File: src/rtl/control_seq_pkg.sv
// Shared definitions for the multi-cycle control sequencer: state codes,
// opcode constants and a small helper used by the transition logic.
package control_seq_pkg;

    localparam int STATE_W = 4;

    typedef enum logic [STATE_W-1:0] {
        STATE_FETCH    = 4'd0,
        STATE_REGLOAD  = 4'd1,
        STATE_ALUOP    = 4'd2,
        STATE_LOAD     = 4'd3,
        STATE_STORE    = 4'd4,
        STATE_REGSTORE = 4'd5,
        STATE_NEXT     = 4'd6,
        STATE_IRQ      = 4'd7,
        STATE_HALT     = 4'd8
    } state_t;

    // Opcode map for the 4-bit instruction nibble. Anything not listed here
    // (and not flagged as an ALU op by the decoder) executes as a NOP.
    localparam logic [3:0] OP_NOP    = 4'h0;
    localparam logic [3:0] OP_LOADLO = 4'h1;
    localparam logic [3:0] OP_LOADHI = 4'h2;
    localparam logic [3:0] OP_LOAD   = 4'h3;
    localparam logic [3:0] OP_STORE  = 4'h4;
    localparam logic [3:0] OP_IN     = 4'h5;
    localparam logic [3:0] OP_OUT    = 4'h6;
    localparam logic [3:0] OP_JMP    = 4'h7;
    localparam logic [3:0] OP_BR     = 4'h8;
    localparam logic [3:0] OP_HALT   = 4'h9;

    // True for the states that wait on the memory handshake. FETCH only
    // counts when the fetch actually waits for memory.
    function automatic logic is_mem_step(input state_t st, input logic fetch_waits);
        is_mem_step = (st == STATE_LOAD) || (st == STATE_STORE) ||
                      ((st == STATE_FETCH) && fetch_waits);
    endfunction

endpackage

File: src/rtl/wait_timer.sv
// Wait-state counter for memory steps. Held at zero while clear is high,
// advances on count_en, and flags the last allowed wait cycle.
module wait_timer #(
    parameter int TIMEOUT = 16
) (
    input  logic clk,
    input  logic rst_n,
    input  logic clear,
    input  logic count_en,
    output logic terminal
);

    localparam int CW = (TIMEOUT > 0) ? $clog2(TIMEOUT + 1) : 1;
    localparam int LAST_INT = (TIMEOUT > 0) ? (TIMEOUT - 1) : 0;
    localparam logic [CW-1:0] LAST = CW'(LAST_INT);

    logic [CW-1:0] count;

    // Count wait cycles; clearing takes priority so every step starts at zero.
    always_ff @(posedge clk or negedge rst_n) begin
        if (!rst_n) begin
            count <= '0;
        end else if (clear) begin
            count <= '0;
        end else if (count_en) begin
            count <= count + CW'(1);
        end
    end

    assign terminal = (TIMEOUT != 0) && (count == LAST);

endmodule

File: src/rtl/control_seq.sv
// Multi-cycle control sequencer: walks each instruction through fetch,
// register load, ALU, memory and writeback, with memory wait handling,
// a wait-state timeout, HALT and interrupt entry between instructions.
module control_seq
    import control_seq_pkg::*;
#(
    parameter int OPW        = 4,
    parameter int TIMEOUT    = 16,
    parameter int FETCH_WAIT = 1,
    parameter int IRQ_WAKE   = 1
) (
    input  logic           clk,
    input  logic           rst_n,
    input  logic [OPW-1:0] opcode,
    input  logic           isaluop,
    input  logic           mem_ready,
    input  logic           irq,
    input  logic           irq_en,
    output logic           do_fetch,
    output logic           do_regload,
    output logic           do_aluop,
    output logic           do_memload,
    output logic           do_memstore,
    output logic           do_regstore,
    output logic           do_next,
    output logic           do_irq,
    output logic           halted,
    output logic           mem_timeout,
    output logic [3:0]     state_o
);

    localparam logic FETCH_WAITS = (FETCH_WAIT != 0);
    localparam logic IRQ_WAKES   = (IRQ_WAKE != 0);

    state_t state;
    logic   in_mem_step;
    logic   wait_terminal;
    logic   wait_expired;
    logic   irq_take;
    logic   op_load;
    logic   op_store;
    logic   op_regimm;
    logic   op_branch;
    logic   op_halt;

    assign in_mem_step  = is_mem_step(state, FETCH_WAITS);
    assign wait_expired = wait_terminal && !mem_ready;
    assign irq_take     = irq && irq_en;

    assign op_load   = (opcode == OPW'(OP_LOAD))   || (opcode == OPW'(OP_IN));
    assign op_store  = (opcode == OPW'(OP_STORE))  || (opcode == OPW'(OP_OUT));
    assign op_regimm = (opcode == OPW'(OP_LOADLO)) || (opcode == OPW'(OP_LOADHI));
    assign op_branch = (opcode == OPW'(OP_JMP))    || (opcode == OPW'(OP_BR));
    assign op_halt   = (opcode == OPW'(OP_HALT));

    wait_timer #(
        .TIMEOUT (TIMEOUT)
    ) u_wait_timer (
        .clk      (clk),
        .rst_n    (rst_n),
        .clear    (!in_mem_step),
        .count_en (in_mem_step && !mem_ready),
        .terminal (wait_terminal)
    );

    // Main sequencer: state register plus the sticky timeout flag.
    always_ff @(posedge clk or negedge rst_n) begin
        if (!rst_n) begin
            state       <= STATE_FETCH;
            mem_timeout <= 1'b0;
        end else begin
            case (state)
                STATE_FETCH: begin
                    if (!FETCH_WAITS || mem_ready) begin
                        state <= STATE_REGLOAD;
                    end else if (wait_expired) begin
                        state       <= STATE_HALT;
                        mem_timeout <= 1'b1;
                    end
                end
                STATE_REGLOAD: begin
                    if (isaluop) begin
                        state <= STATE_ALUOP;
                    end else if (op_load) begin
                        state <= STATE_LOAD;
                    end else if (op_store) begin
                        state <= STATE_STORE;
                    end else if (op_regimm) begin
                        state <= STATE_REGSTORE;
                    end else if (op_branch) begin
                        state <= STATE_NEXT;
                    end else if (op_halt) begin
                        state <= STATE_HALT;
                    end else begin
                        state <= STATE_NEXT;
                    end
                end
                STATE_ALUOP: begin
                    state <= STATE_REGSTORE;
                end
                STATE_LOAD: begin
                    if (mem_ready) begin
                        state <= STATE_REGSTORE;
                    end else if (wait_expired) begin
                        state       <= STATE_HALT;
                        mem_timeout <= 1'b1;
                    end
                end
                STATE_STORE: begin
                    if (mem_ready) begin
                        state <= STATE_NEXT;
                    end else if (wait_expired) begin
                        state       <= STATE_HALT;
                        mem_timeout <= 1'b1;
                    end
                end
                STATE_REGSTORE: begin
                    state <= STATE_NEXT;
                end
                STATE_NEXT: begin
                    state <= irq_take ? STATE_IRQ : STATE_FETCH;
                end
                STATE_IRQ: begin
                    state <= STATE_FETCH;
                end
                STATE_HALT: begin
                    if (IRQ_WAKES && irq_take) begin
                        state <= STATE_IRQ;
                    end
                end
                default: begin
                    state <= STATE_FETCH;
                end
            endcase
        end
    end

    assign do_fetch    = (state == STATE_FETCH);
    assign do_regload  = (state == STATE_REGLOAD);
    assign do_aluop    = (state == STATE_ALUOP);
    assign do_memload  = (state == STATE_LOAD);
    assign do_memstore = (state == STATE_STORE);
    assign do_regstore = (state == STATE_REGSTORE);
    assign do_next     = (state == STATE_NEXT);
    assign do_irq      = (state == STATE_IRQ);
    assign halted      = (state == STATE_HALT);
    assign state_o     = state;

endmodule

File: config.mk
export PLATFORM = sky130hd
export DESIGN_NAME = control_seq
export DESIGN_NICKNAME = d
export VERILOG_FILES = /design/src/rtl/control_seq_pkg.sv /design/src/rtl/wait_timer.sv /design/src/rtl/control_seq.sv
export SDC_FILE = /design/constraint.sdc
export NUM_CORES = 1
export LEC_CHECK = 0
export ABC_AREA = 1
export CORE_MARGIN = 2
export CORE_UTILIZATION = 46
export CTS_CLUSTER_DIAMETER = 60
export CTS_CLUSTER_SIZE = 10
export DETAILED_ROUTE_END_ITERATION = 8
export PLACE_DENSITY = 0.8
export REMOVE_ABC_BUFFERS = 1
export SLEW_MARGIN = 25
export SYNTH_ARGS = -nofsm -noshare
export SYNTH_HDL_FRONTEND = slang
export SYNTH_SLANG_ARGS = --single-unit
File: constraint.sdc
create_clock -name clk -period 1.95 [get_ports clk]
set_input_delay 0.195 -clock clk [delete_from_list [all_inputs] [get_ports clk]]
set_output_delay 0.195 -clock clk [all_outputs]
set_load 0.01 [all_outputs]
=== Word level (Yosys, flattened, before mapping) ===
Index checks and enable logic that the tools add are counted.

* Input port bits: 10
* Bits in registers: 10
* Output and inout port bits: 14
* Word-level logic and storage cells: 53

* Reduce and logical (&&, ||, !) cells: 13
* $add $sub $neg: 1
* Bitwise operators: 1
* Multiplexer cells: 15
* Equality and inequality tests: 20

{| class="wikitable"
|+ Operators with widths
! kind !! number
|-
| 4-bit 2-to-1 mux || 11
|-
| 4-bit by 3-bit equality test with 1-bit output, second input constant || 8
|-
| 4-bit one-hot mux with 8 select lines || 1
|-
| 4-bit by 2-bit equality test with 1-bit output, second input constant || 4
|-
| 4-bit equality test, second input constant || 3
|-
| 5-bit 2-to-1 mux || 2
|-
| 4-bit by 1-bit equality test with 1-bit output, second input constant || 2
|-
| 1-bit logical OR || 6
|-
| 5-bit by 1-bit adder with 5-bit output, second input constant || 1
|-
| 5-bit by 4-bit equality test with 1-bit output, second input constant || 1
|-
| 4-bit logical NOT || 1
|-
| 2-bit by 1-bit != test with 1-bit output, second input constant || 2
|-
| 1-bit logical AND || 3
|-
| 3-bit 2-to-1 mux || 1
|-
| 3-bit AND reduction || 1
|-
| 3-bit OR reduction || 1
|-
| 1-bit logical NOT || 1
|-
| 1-bit NOT || 1
|}

=== Longest topological paths before layout ===
Gate-level depths: netlist of run 1.

* Depth after elaboration: 8
* Depth in mapped cells: 9

=== By module ===
From an unflattened synthesis of run 1, not the netlist that was laid out.

* Cell total of the unflattened synthesis: 132
* Area total of the unflattened synthesis: 797.0 µm²

{| class="wikitable"
|+ Modules (own cells, without submodules)
! module !! area an instance (µm²) !! times used !! cells each !! seq. area each (µm²)
|-
| control_seq || 533.0 || 1 || 101 || 125.1
|-
| wait_timer || 264.0 || 1 || 31 || 125.1
|}

=== Worst setup path after synthesis of run 1 ===
Ideal clock, no wire load.

* Path kind: reg-to-reg
* Start: register u_wait_timer.count[0]
* End: register state[1] (netlist: state_o[1])
* Data arrival time: 1348 ps
* Path buffers: 0
* Library setup time: 71 ps
* Setup slack: 530 ps
* Stages on the path, launching flop included: 9
* Cell sequence: dfrtp_1 ha_1 and3_1 ha_1 o21ai_0 nand3_1 nand2_1 nor2_1 nor2_1

* Longest elaborated chain between the ends: 5
* Elaborated cells between the ends (all ways): 7
* Those cells by class: eq/ne: 1; mux: 5; reduce/logical: 1

{| class="wikitable"
|+ RTL lines
! what !! line !! source
|-
| start, declared || wait_timer.sv:17 || <nowiki>logic [CW-1:0] count;</nowiki>
|-
| start signal, assigned || wait_timer.sv:26 || <nowiki>count <= count + CW'(1);</nowiki>
|-
| 5-bit by 4-bit equality test with 1-bit output (*) || wait_timer.sv:30 || <nowiki>assign terminal = (TIMEOUT != 0) && (count == LAST);</nowiki>
|-
| 1-bit logical AND (*) || control_seq.sv:47 || <nowiki>assign wait_expired = wait_terminal && !mem_ready;</nowiki>
|-
| 4-bit 2-to-1 mux (*) || -- ||
|-
| 4-bit 2-to-1 mux, on equally long branches || -- ||
|-
| 4-bit one-hot mux with 8 select lines (*) || -- ||
|-
| end signal, assigned || control_seq.sv:121 || <nowiki>state <= irq_take ? STATE_IRQ : STATE_FETCH;</nowiki>
|-
| end, declared || control_seq.sv:35 || <nowiki>state_t state;</nowiki>
|}

Mark *: on every way between the ends. The rest lies on a longest branch, timed or not.
A chain may end at the register's enable or synchronous reset.

=== Worst setup path after layout of run 1 ===
* Start: register state[2] (netlist: state_o[2])
* End: output do_aluop

* Longest elaborated chain between the ends: 1

{| class="wikitable"
|+ RTL lines
! what !! line !! source
|-
| 4-bit by 2-bit equality test with 1-bit output || control_seq.sv:140 || <nowiki>assign do_aluop = (state == STATE_ALUOP);</nowiki>
|-
| end, declared || control_seq.sv:21 || <nowiki>output logic do_aluop,</nowiki>
|}

No other way between the ends.

==> results of run 1 <==
==> power by group through the flow <==
| stage | clock, mW | sequential [mW] | combinational, mW |
|---|---|---|---|
| floorplan | 0 | 0.342 | 0.462 |
| global placement | 0 | 0.335 | 0.755 |
| detailed placement | 0 | 0.339 | 0.771 |
| CTS | 0.140 | 0.335 | 0.781 |
| global route | 0.154 | 0.347 | 0.870 |
| finish | 0.133 | 0.340 | 0.780 |
==> state kept, by name, summed over array words and instances (netlist names) <==
signal              cells
mem_timeout             1
state_o                 4
u_wait_timer.count      5
==> cell usage in the layout, fill, tap and decap left out <==
master | netlist | routed
sky130_fd_sc_hd__nand2_1 | 29 | 29
sky130_fd_sc_hd__inv_1 | 24 | 24
sky130_fd_sc_hd__clkdlybuf4s50_1 | 0 | 23
sky130_fd_sc_hd__nor2_1 | 15 | 15
sky130_fd_sc_hd__nand3_1 | 9 | 9
sky130_fd_sc_hd__dfrtp_1 | 10 | 7
sky130_fd_sc_hd__inv_2 | 4 | 4
sky130_fd_sc_hd__o21ai_0 | 4 | 4
sky130_fd_sc_hd__nor2_4 | 3 | 3
sky130_fd_sc_hd__nand2_2 | 3 | 3
sky130_fd_sc_hd__a21oi_1 | 3 | 3
sky130_fd_sc_hd__clkbuf_4 | 0 | 3
sky130_fd_sc_hd__dfrtp_2 | 0 | 3
sky130_fd_sc_hd__nand4_1 | 2 | 2
sky130_fd_sc_hd__xnor2_1 | 2 | 2
sky130_fd_sc_hd__ha_1 | 2 | 2
sky130_fd_sc_hd__and3_1 | 1 | 1
sky130_fd_sc_hd__nand2_4 | 1 | 1
sky130_fd_sc_hd__clkinv_2 | 1 | 1
sky130_fd_sc_hd__nor3_1 | 1 | 1
sky130_fd_sc_hd__nand3_2 | 1 | 1
sky130_fd_sc_hd__o211ai_1 | 1 | 1
sky130_fd_sc_hd__nor2_2 | 1 | 1
sky130_fd_sc_hd__a21oi_2 | 1 | 1
sky130_fd_sc_hd__xor2_1 | 1 | 1
sky130_fd_sc_hd__o21a_1 | 1 | 1
sky130_fd_sc_hd__o21ai_1 | 1 | 1
==> final cells by class <==
type	count	area [sq um]	area share
clock buffers	3	22.5	0.0211
well taps	17	21.3	0.0199
flip-flops and latches	10	254	0.238
inverters	29	110	0.103
repair buffers	23	230	0.216
multi-input cells	82	429	0.402
==> layer usage <==
| layer | global-route usage | share of wire | vias up |
|---|---|---|---|
| met5 | 0 | 0 | - |
| met4 | 0.0971 | 0.016 | 0 |
| met3 | 0.0437 | 0.043 | 4 |
| met2 | 0.397 | 0.55 | 20 |
| met1 | 0.230 | 0.40 | 362 |
| li1 | - | - | 420 |
==> worst max path at each step <==
stage	start	to	slack, ns
after detailed placement	state_o[3]	do_aluop	0.34
after global placement	state_o[3]	do_regload	0.39
after CTS	state_o[3]	do_aluop	0.05
after floorplan	u_wait_timer.count[0]	state_o[1]	0.53
final	state_o[2]	do_aluop	0.13
after global routing	state_o[2]	do_aluop	0.01
==> what timing repair did <==
item,in CTS,in global routing
hold buffers,0,0
endpoints found under the setup margin,0,5
gates resized for setup,0,3
==> cells by family after synthesis <==
group,synth area share
buf+inv,0.157
xor+xnor,0.0326
flops,0.311
compound gates,0.0792
fa+ha+maj,0.0311
simple gates,0.390
==> impl_table.tex, run 1 <==
\begin{tabular}{lr}
\hline
Metric & Value \\
\hline
\multicolumn{2}{l}{\textbf{Timing}} \\
Post-route worst hold slack & 0.258 ns \\
Clock skew & 0.00439 ns \\
RSZ-0062 raised after global routing & false \\
Final Hold Viols & 0 \\
Crit share post-route & 0.934 \\
Min setup slack post-route & 0.128 ns \\
TNS Setup & 0 ns \\
Post-layout minimum cycle time & 1.82 ns \\
Count of endpoints failing setup in the final report & 0 \\
Number of max-slew violations in the final report & 0 \\
Maximum clock frequency & $\sim$550 MHz \\
Slew of the pin with the lowest slew margin & 0.462 ns \\
Max-Slew Margin vs Limit & 0.691 \\
\multicolumn{2}{l}{\textbf{Routing}} \\
Total Routed Length & $\sim$1900 microns \\
Number of vias per cell after detailed routing & 4.91 \\
Routed WL per cell & 11.5 microns \\
Detail Route Antenna Nets & 0 \\
Via Count & 806 \\
Router iterations before antenna repair & 6 \\
Iteration-0 DRC count of the detailed router & 14 \\
Post-route DRC & 0 \\
\multicolumn{2}{l}{\textbf{Synth}} \\
Cells taking the most area after synthesis & sky130\_fd\_sc\_hd\_\_dfrtp\_1 (31\%), sky130\_fd\_sc\_hd\_\_nand2\_1 (14\%), sky130\_fd\_sc\_hd\_\_inv\_1 (11\%) \\
Cell taking the most area after synthesis & sky130\_fd\_sc\_hd\_\_dfrtp\_1 \\
Yosys top cell area share & 0.311 \\
Share of flip-flops with an asynchronous set or reset & 1.00 \\
Number of synthesis warnings & 0 \\
Primary flip-flop cell chosen by synthesis mapping & sky130\_fd\_sc\_hd\_\_dfrtp\_1 \\
Synthesized flop and latch total & 10 \\
Share of the yosys chip area belonging to registers & 0.311 \\
Netlist area before placement & 806 sq um \\
Most numerous cell types in the synthesized netlist & sky130\_fd\_sc\_hd\_\_nand2\_1 (29), sky130\_fd\_sc\_hd\_\_inv\_1 (24), sky130\_fd\_sc\_hd\_\_nor2\_1 (15), sky130\_fd\_sc\_hd\_\_dfrtp\_1 (10), sky130\_fd\_sc\_hd\_\_nand3\_1 (9) \\
Cell with the most instances after synthesis & sky130\_fd\_sc\_hd\_\_nand2\_1 \\
Number of distinct standard cells referenced by the synthesized netlist & 26 \\
Mean instance size in the synthesized netlist & 6.55 sq um \\
EDFF count, synth & 0 \\
Post-synthesis instance total & $\sim$120 \\
\multicolumn{2}{l}{\textbf{Floorplan}} \\
Standard cell core area & 1690 sq um \\
Die area & approximately 2100 sq um \\
Number of primary I/O pins & 24 \\
Die H & about 46 microns \\
Std cell rows & 15 \\
Initial standard-cell utilization of the core & 0.477 \\
Die width & $\sim$46 microns \\
\multicolumn{2}{l}{\textbf{Power and ir drop}} \\
Clock group share of total power & 0.106 \\
Int Pwr & a little under 700 uW \\
Sw Share & 0.458 \\
Final total power & 1.25 mW \\
Sequential Power Share & 0.272 \\
Cell Pwr Density & around 1200 nW/um\^{}2 \\
Leakage & about 0.60 nW \\
Maximum VDD drop & approximately 0.00071 V \\
Combinational power share & 0.622 \\
Power dissipated by switching net loads & between 500 and 600 uW \\
\multicolumn{2}{l}{\textbf{Place}} \\
Dpl hpwl & 1550 microns \\
Final weighted congestion in routability-driven placement & between 0.8 and 0.9 \\
Number of port buffers & 23 \\
Worst slack at placement & 0.341 ns \\
\# placed instances & about 160 \\
Total placed instance area & about 1000 sq um \\
\multicolumn{2}{l}{\textbf{Setup path}} \\
Biggest fanout along the worst timing path & 5 \\
Register-to-register path setup slack & 0.40 ns \\
Critical-path cell with the highest stage delay & sky130\_fd\_sc\_hd\_\_clkdlybuf4s50\_1 \\
Critical path required time & around 1.8 ns \\
Critical Setup Path Class & register to output pin \\
Startpoint type of the worst setup path & register \\
Signal arrival time at the worst endpoint & between 1.5 and 2 ns \\
Critical path capture point type & output pin \\
Largest stage delay on the critical path & around 0.53 ns \\
Worst flop-to-flop path startpoint & u\_wait\_timer.count[0] \\
Cell-by-cell listing of the critical path & nor2\_4 -> nand2\_1 -> inv\_1 -> clkdlybuf4s50\_1 \\
Crit path max-delay family & buffers and inverters \\
WP buf/inv & 2 \\
Worst r2r dst & state\_o[2] \\
Number of cells on the worst reg-to-reg path & 8 \\
Stages on worst setup path & 4 \\
\multicolumn{2}{l}{\textbf{Clock network}} \\
Count of buffers added by post-CTS timing repair for setup & 0 \\
Clock network latency to the later pin of the worst-skew pair & between 0.2 and 0.3 ns \\
CTS Root Buffer Type & sky130\_fd\_sc\_hd\_\_clkbuf\_4 \\
Bufs on Longest Clock Path & 2 \\
Clock buffers created by TritonCTS & 3 \\
Count of H-tree levels built during CTS & 1 \\
Clk pin slew, worst setup/hold paths & $\sim$0.060 ns \\
Clk sinks & 10 \\
TritonCTS clock tree & yes \\
\multicolumn{2}{l}{\textbf{Final layout}} \\
Total inserted antenna cells & 0 \\
Count of filler cells inserted in the layout & between 100 and 150 \\
Layout overhead on the synthesized area & 32.5\% \\
Total number of nets in the final design & $\sim$160 \\
Non-filler instance count after layout & roughly 160 \\
Final instance area & around 1100 sq um \\
Final cell utilization of the core & 0.632 \\
Layout cells sized above 1 & 0.143 \\
\multicolumn{2}{l}{\textbf{GRT}} \\
Number of antenna violations at the first check in global routing & 0 \\
Pin count of the biggest net entering global routing & 11 \\
Global-route wire length before repair & about 3200 microns \\
Total routing usage reported by global routing & 0.215 \\
Vias in the first global route & $\sim$780 \\
Remaining global-route overflow & 0 \\
\multicolumn{2}{l}{\textbf{Outcome}} \\
Status & completed \\
\multicolumn{2}{l}{\textbf{Min path}} \\
Worst hold path class & input pin to asynchronous set/reset pin \\
\multicolumn{2}{l}{\textbf{Job}} \\
Count of maximum capacitance violations & 0 \\
\hline
\end{tabular}
Power figures use the tool's default switching activity.
==> inputs of run 2 (changes only) <==
--- a/config.mk
+++ b/config.mk
@@ -7,13 +7,14 @@
 export LEC_CHECK = 0
 export ABC_AREA = 1
 export CORE_MARGIN = 2
-export CORE_UTILIZATION = 46
+export CORE_UTILIZATION = 45
 export CTS_CLUSTER_DIAMETER = 60
 export CTS_CLUSTER_SIZE = 10
 export DETAILED_ROUTE_END_ITERATION = 8
-export PLACE_DENSITY = 0.8
+export PLACE_DENSITY = 0.79
 export REMOVE_ABC_BUFFERS = 1
 export SLEW_MARGIN = 25
 export SYNTH_ARGS = -nofsm -noshare
 export SYNTH_HDL_FRONTEND = slang
+export SYNTH_HIERARCHICAL = 1
 export SYNTH_SLANG_ARGS = --single-unit
==> impl_table.tex, run 2 <==
\begin{tabular}{lr}
\hline
Metric & Value \\
\hline
\multicolumn{2}{l}{\textbf{Synth}} \\
Cells taking the most area after synthesis & sky130\_fd\_sc\_hd\_\_dfrtp\_1 (31\%), sky130\_fd\_sc\_hd\_\_nand2\_1 (19\%), sky130\_fd\_sc\_hd\_\_inv\_1 (12\%) \\
Mean instance size in the synthesized netlist & around 6.0 sq um \\
Most numerous cell types in the synthesized netlist & sky130\_fd\_sc\_hd\_\_nand2\_1 (41), sky130\_fd\_sc\_hd\_\_inv\_1 (25), sky130\_fd\_sc\_hd\_\_nor2\_1 (18), sky130\_fd\_sc\_hd\_\_nand3\_1 (12), sky130\_fd\_sc\_hd\_\_dfrtp\_1 (10) \\
Netlist area before placement & around 800 sq um \\
Synthesized flop and latch total & 10 \\
Share of flip-flops with an asynchronous set or reset & 1.00 \\
Post-synthesis instance total & 132 \\
Cell taking the most area after synthesis & sky130\_fd\_sc\_hd\_\_dfrtp\_1 \\
Number of distinct standard cells referenced by the synthesized netlist & 17 \\
Yosys top cell area share & 0.314 \\
Share of the yosys chip area belonging to registers & 0.314 \\
Cell with the most instances after synthesis & sky130\_fd\_sc\_hd\_\_nand2\_1 \\
Number of synthesis warnings & 6 \\
Primary flip-flop cell chosen by synthesis mapping & sky130\_fd\_sc\_hd\_\_dfrtp\_1 \\
EDFF count, synth & 0 \\
\multicolumn{2}{l}{\textbf{Final layout}} \\
Non-filler instance count after layout & approximately 180 \\
Number of flip-flops in the largest register & 5 \\
Layout overhead on the synthesized area & 34.4\% \\
Most frequent standard cell in the layout excluding fill and tap cells & sky130\_fd\_sc\_hd\_\_nand2\_1 \\
Final cell utilization of the core & 0.634 \\
Layout cells sized above 1 & 0.0696 \\
Total inserted antenna cells & 0 \\
Total number of nets in the final design & 172 \\
Final instance area & approximately 1100 sq um \\
Top library cells by usage in the layout, fill and taps aside & sky130\_fd\_sc\_hd\_\_nand2\_1 (41), sky130\_fd\_sc\_hd\_\_inv\_1 (25), sky130\_fd\_sc\_hd\_\_clkdlybuf4s50\_1 (23), sky130\_fd\_sc\_hd\_\_nor2\_1 (18), sky130\_fd\_sc\_hd\_\_nand3\_1 (12) \\
Largest register by flop count & u\_wait\_timer/count \\
\multicolumn{2}{l}{\textbf{Place}} \\
\# placed instances & $\sim$170 \\
Number of port buffers & 23 \\
Final weighted congestion in routability-driven placement & between 0.8 and 0.9 \\
Total placed instance area & 1050 sq um \\
Dpl hpwl & 1570 microns \\
\multicolumn{2}{l}{\textbf{GRT}} \\
Remaining global-route overflow & 0 \\
Global-route wire length before repair & around 2900 microns \\
Total routing usage reported by global routing & 0.189 \\
Vias in the first global route & between 700 and 800 \\
Pin count of the biggest net entering global routing & 11 \\
Number of antenna violations at the first check in global routing & 0 \\
\multicolumn{2}{l}{\textbf{Setup path}} \\
Critical path required time & 1.75 ns \\
Signal arrival time at the worst endpoint & between 1.5 and 2 ns \\
Critical-path cell with the highest stage delay & sky130\_fd\_sc\_hd\_\_clkdlybuf4s50\_1 \\
Stages on worst setup path & 4 \\
Register-to-register path setup slack & 0.30 ns \\
Largest stage delay on the critical path & 0.54 ns \\
Cell-by-cell listing of the critical path & nor2\_1 -> nand2\_1 -> inv\_1 -> clkdlybuf4s50\_1 \\
Crit path max-delay family & buffers and inverters \\
Biggest fanout along the worst timing path & 5 \\
WP buf/inv & 2 \\
Critical Setup Path Class & register to output pin \\
Number of cells on the worst reg-to-reg path & 10 \\
Worst flop-to-flop path startpoint & state\_o[0] \\
Worst r2r dst & u\_wait\_timer/count[3] \\
Worst setup path startpoint & state\_o[3] \\
Startpoint type of the worst setup path & register \\
End point of the critical path & do\_aluop \\
Critical path capture point type & output pin \\
\multicolumn{2}{l}{\textbf{Floorplan}} \\
Die width & roughly 46 microns \\
Standard cell core area & approximately 1700 sq um \\
Std cell rows & 15 \\
Number of primary I/O pins & 24 \\
Die H & around 46 microns \\
Initial standard-cell utilization of the core & 0.472 \\
Die area & around 2100 sq um \\
\multicolumn{2}{l}{\textbf{Timing}} \\
Final Hold Viols & 0 \\
Clock skew & roughly 0.0022 ns \\
Max-Slew Margin vs Limit & 0.716 \\
Number of max-slew violations in the final report & 0 \\
Post-route worst hold slack & about 0.24 ns \\
Post-layout minimum cycle time & roughly 1.9 ns \\
RSZ-0062 raised after global routing & false \\
Maximum clock frequency & 536 MHz \\
Count of endpoints failing setup in the final report & 0 \\
Slew of the pin with the lowest slew margin & 0.425 ns \\
Crit share post-route & 0.956 \\
TNS Setup & 0 ns \\
\multicolumn{2}{l}{\textbf{Clock network}} \\
Clk sinks & 10 \\
Bufs on Longest Clock Path & 2 \\
Count of H-tree levels built during CTS & 1 \\
CTS Root Buffer Type & sky130\_fd\_sc\_hd\_\_clkbuf\_4 \\
Post-CTS Resized & 0 \\
Clk pin slew, worst setup/hold paths & about 0.060 ns \\
Hold buffers post-CTS & 0 \\
Clock buffers created by TritonCTS & 3 \\
TritonCTS clock tree & yes \\
Count of buffers added by post-CTS timing repair for setup & 0 \\
Clock network latency to the later pin of the worst-skew pair & $\sim$0.25 ns \\
\multicolumn{2}{l}{\textbf{Routing}} \\
Top routing layer in use & met4 \\
Iteration-0 DRC count of the detailed router & 27 \\
Met3 wire length & approximately 78 microns \\
Post-route DRC & 0 \\
Total Routed Length & about 1800 microns \\
Met2 WL & 904 microns \\
Via Count & 877 \\
Router iterations before antenna repair & 4 \\
Number of vias per cell after detailed routing & 5.01 \\
Detail Route Antenna Nets & 0 \\
Detailed-route wire length on metal 1 & 810 microns \\
Routed WL per cell & 10.3 microns \\
\multicolumn{2}{l}{\textbf{Power and ir drop}} \\
Maximum VDD drop & $\sim$0.00056 V \\
Leakage & about 0.58 nW \\
Cell Pwr Density & 1180 nW/um\^{}2 \\
\multicolumn{2}{l}{\textbf{Min path}} \\
Worst hold path class & input pin to asynchronous set/reset pin \\
\multicolumn{2}{l}{\textbf{Job}} \\
Count of maximum capacitance violations & 0 \\
\multicolumn{2}{l}{\textbf{Outcome}} \\
Status & completed \\
\hline
\end{tabular}
## run 2: final cells by class
cell class / instances / area, sq um
Clock buffer: 3 / 22.5
Fill cell: 162 / 618
Inverter: 28 / 105
Multi-Input combinational cell: 94 / 442
Sequential cell: 10 / 250
Tap cell: 17 / 21.3
Timing Repair Buffer: 23 / 230
## run 2: cells by family after synthesis
| logic type | Yosys count | synth area share |
|---|---|---|
| and+or+nand+nor | 80 | 0.444 |
| adders and majority gates | 2 | 0.0314 |
| DFF | 10 | 0.314 |
| buffers and inverters | 28 | 0.132 |
| AOI/OAI and AO/OA | 12 | 0.0785 |
## run 2: how the worst min path moves through the flow
| stage | to | slack [ns] | depth (start not counted) |
|---|---|---|---|
| 4_1_cts | u_wait_timer/count[2] | 0.25 | 1 |
| 3_5_place_dp | mem_timeout | 0.47 | 2 |
| 6_report | u_wait_timer/count[4] | 0.24 | 1 |
| 3_3_place_gp | mem_timeout | 0.47 | 2 |
| 2_1_floorplan | mem_timeout | -0.10 | 0 |
| 5_1_grt | u_wait_timer/count[4] | 0.27 | 1 |
## run 2: power breakdown
group	switching, mW	internal [mW]	leakage (nW)
clock network	0.0609	0.0708	0.0138
registers	0.0520	0.257	0.128
logic	0.480	0.342	0.435
## run 2: per-layer routing
| layer | vias up | global-route usage |
|---|---|---|
| met4 | 0 | 0.0686 |
| met2 | 24 | 0.322 |
| li1 | 457 | - |
| met3 | 2 | 0.0118 |
| met1 | 394 | 0.248 |
| met5 | - | 0 |
## run 2: through the flow
| stage | setup slack (ns) | total power, mW |
|---|---|---|
| floorplan | 0.463 | 0.824 |
| global placement | 0.389 | 1.11 |
| detailed placement | 0.327 | 1.14 |
| CTS | 0.0863 | 1.27 |
| global route | 0.00738 | 1.39 |
| finish | 0.0855 | 1.26 |
## run 2: worst register-to-register path: cells and delay by family (launching register included)
family	cells	cell delay, ns
flops	1	0.43
buf+inv	2	0.13
simple gates	6	0.68
compound gates	2	0.29
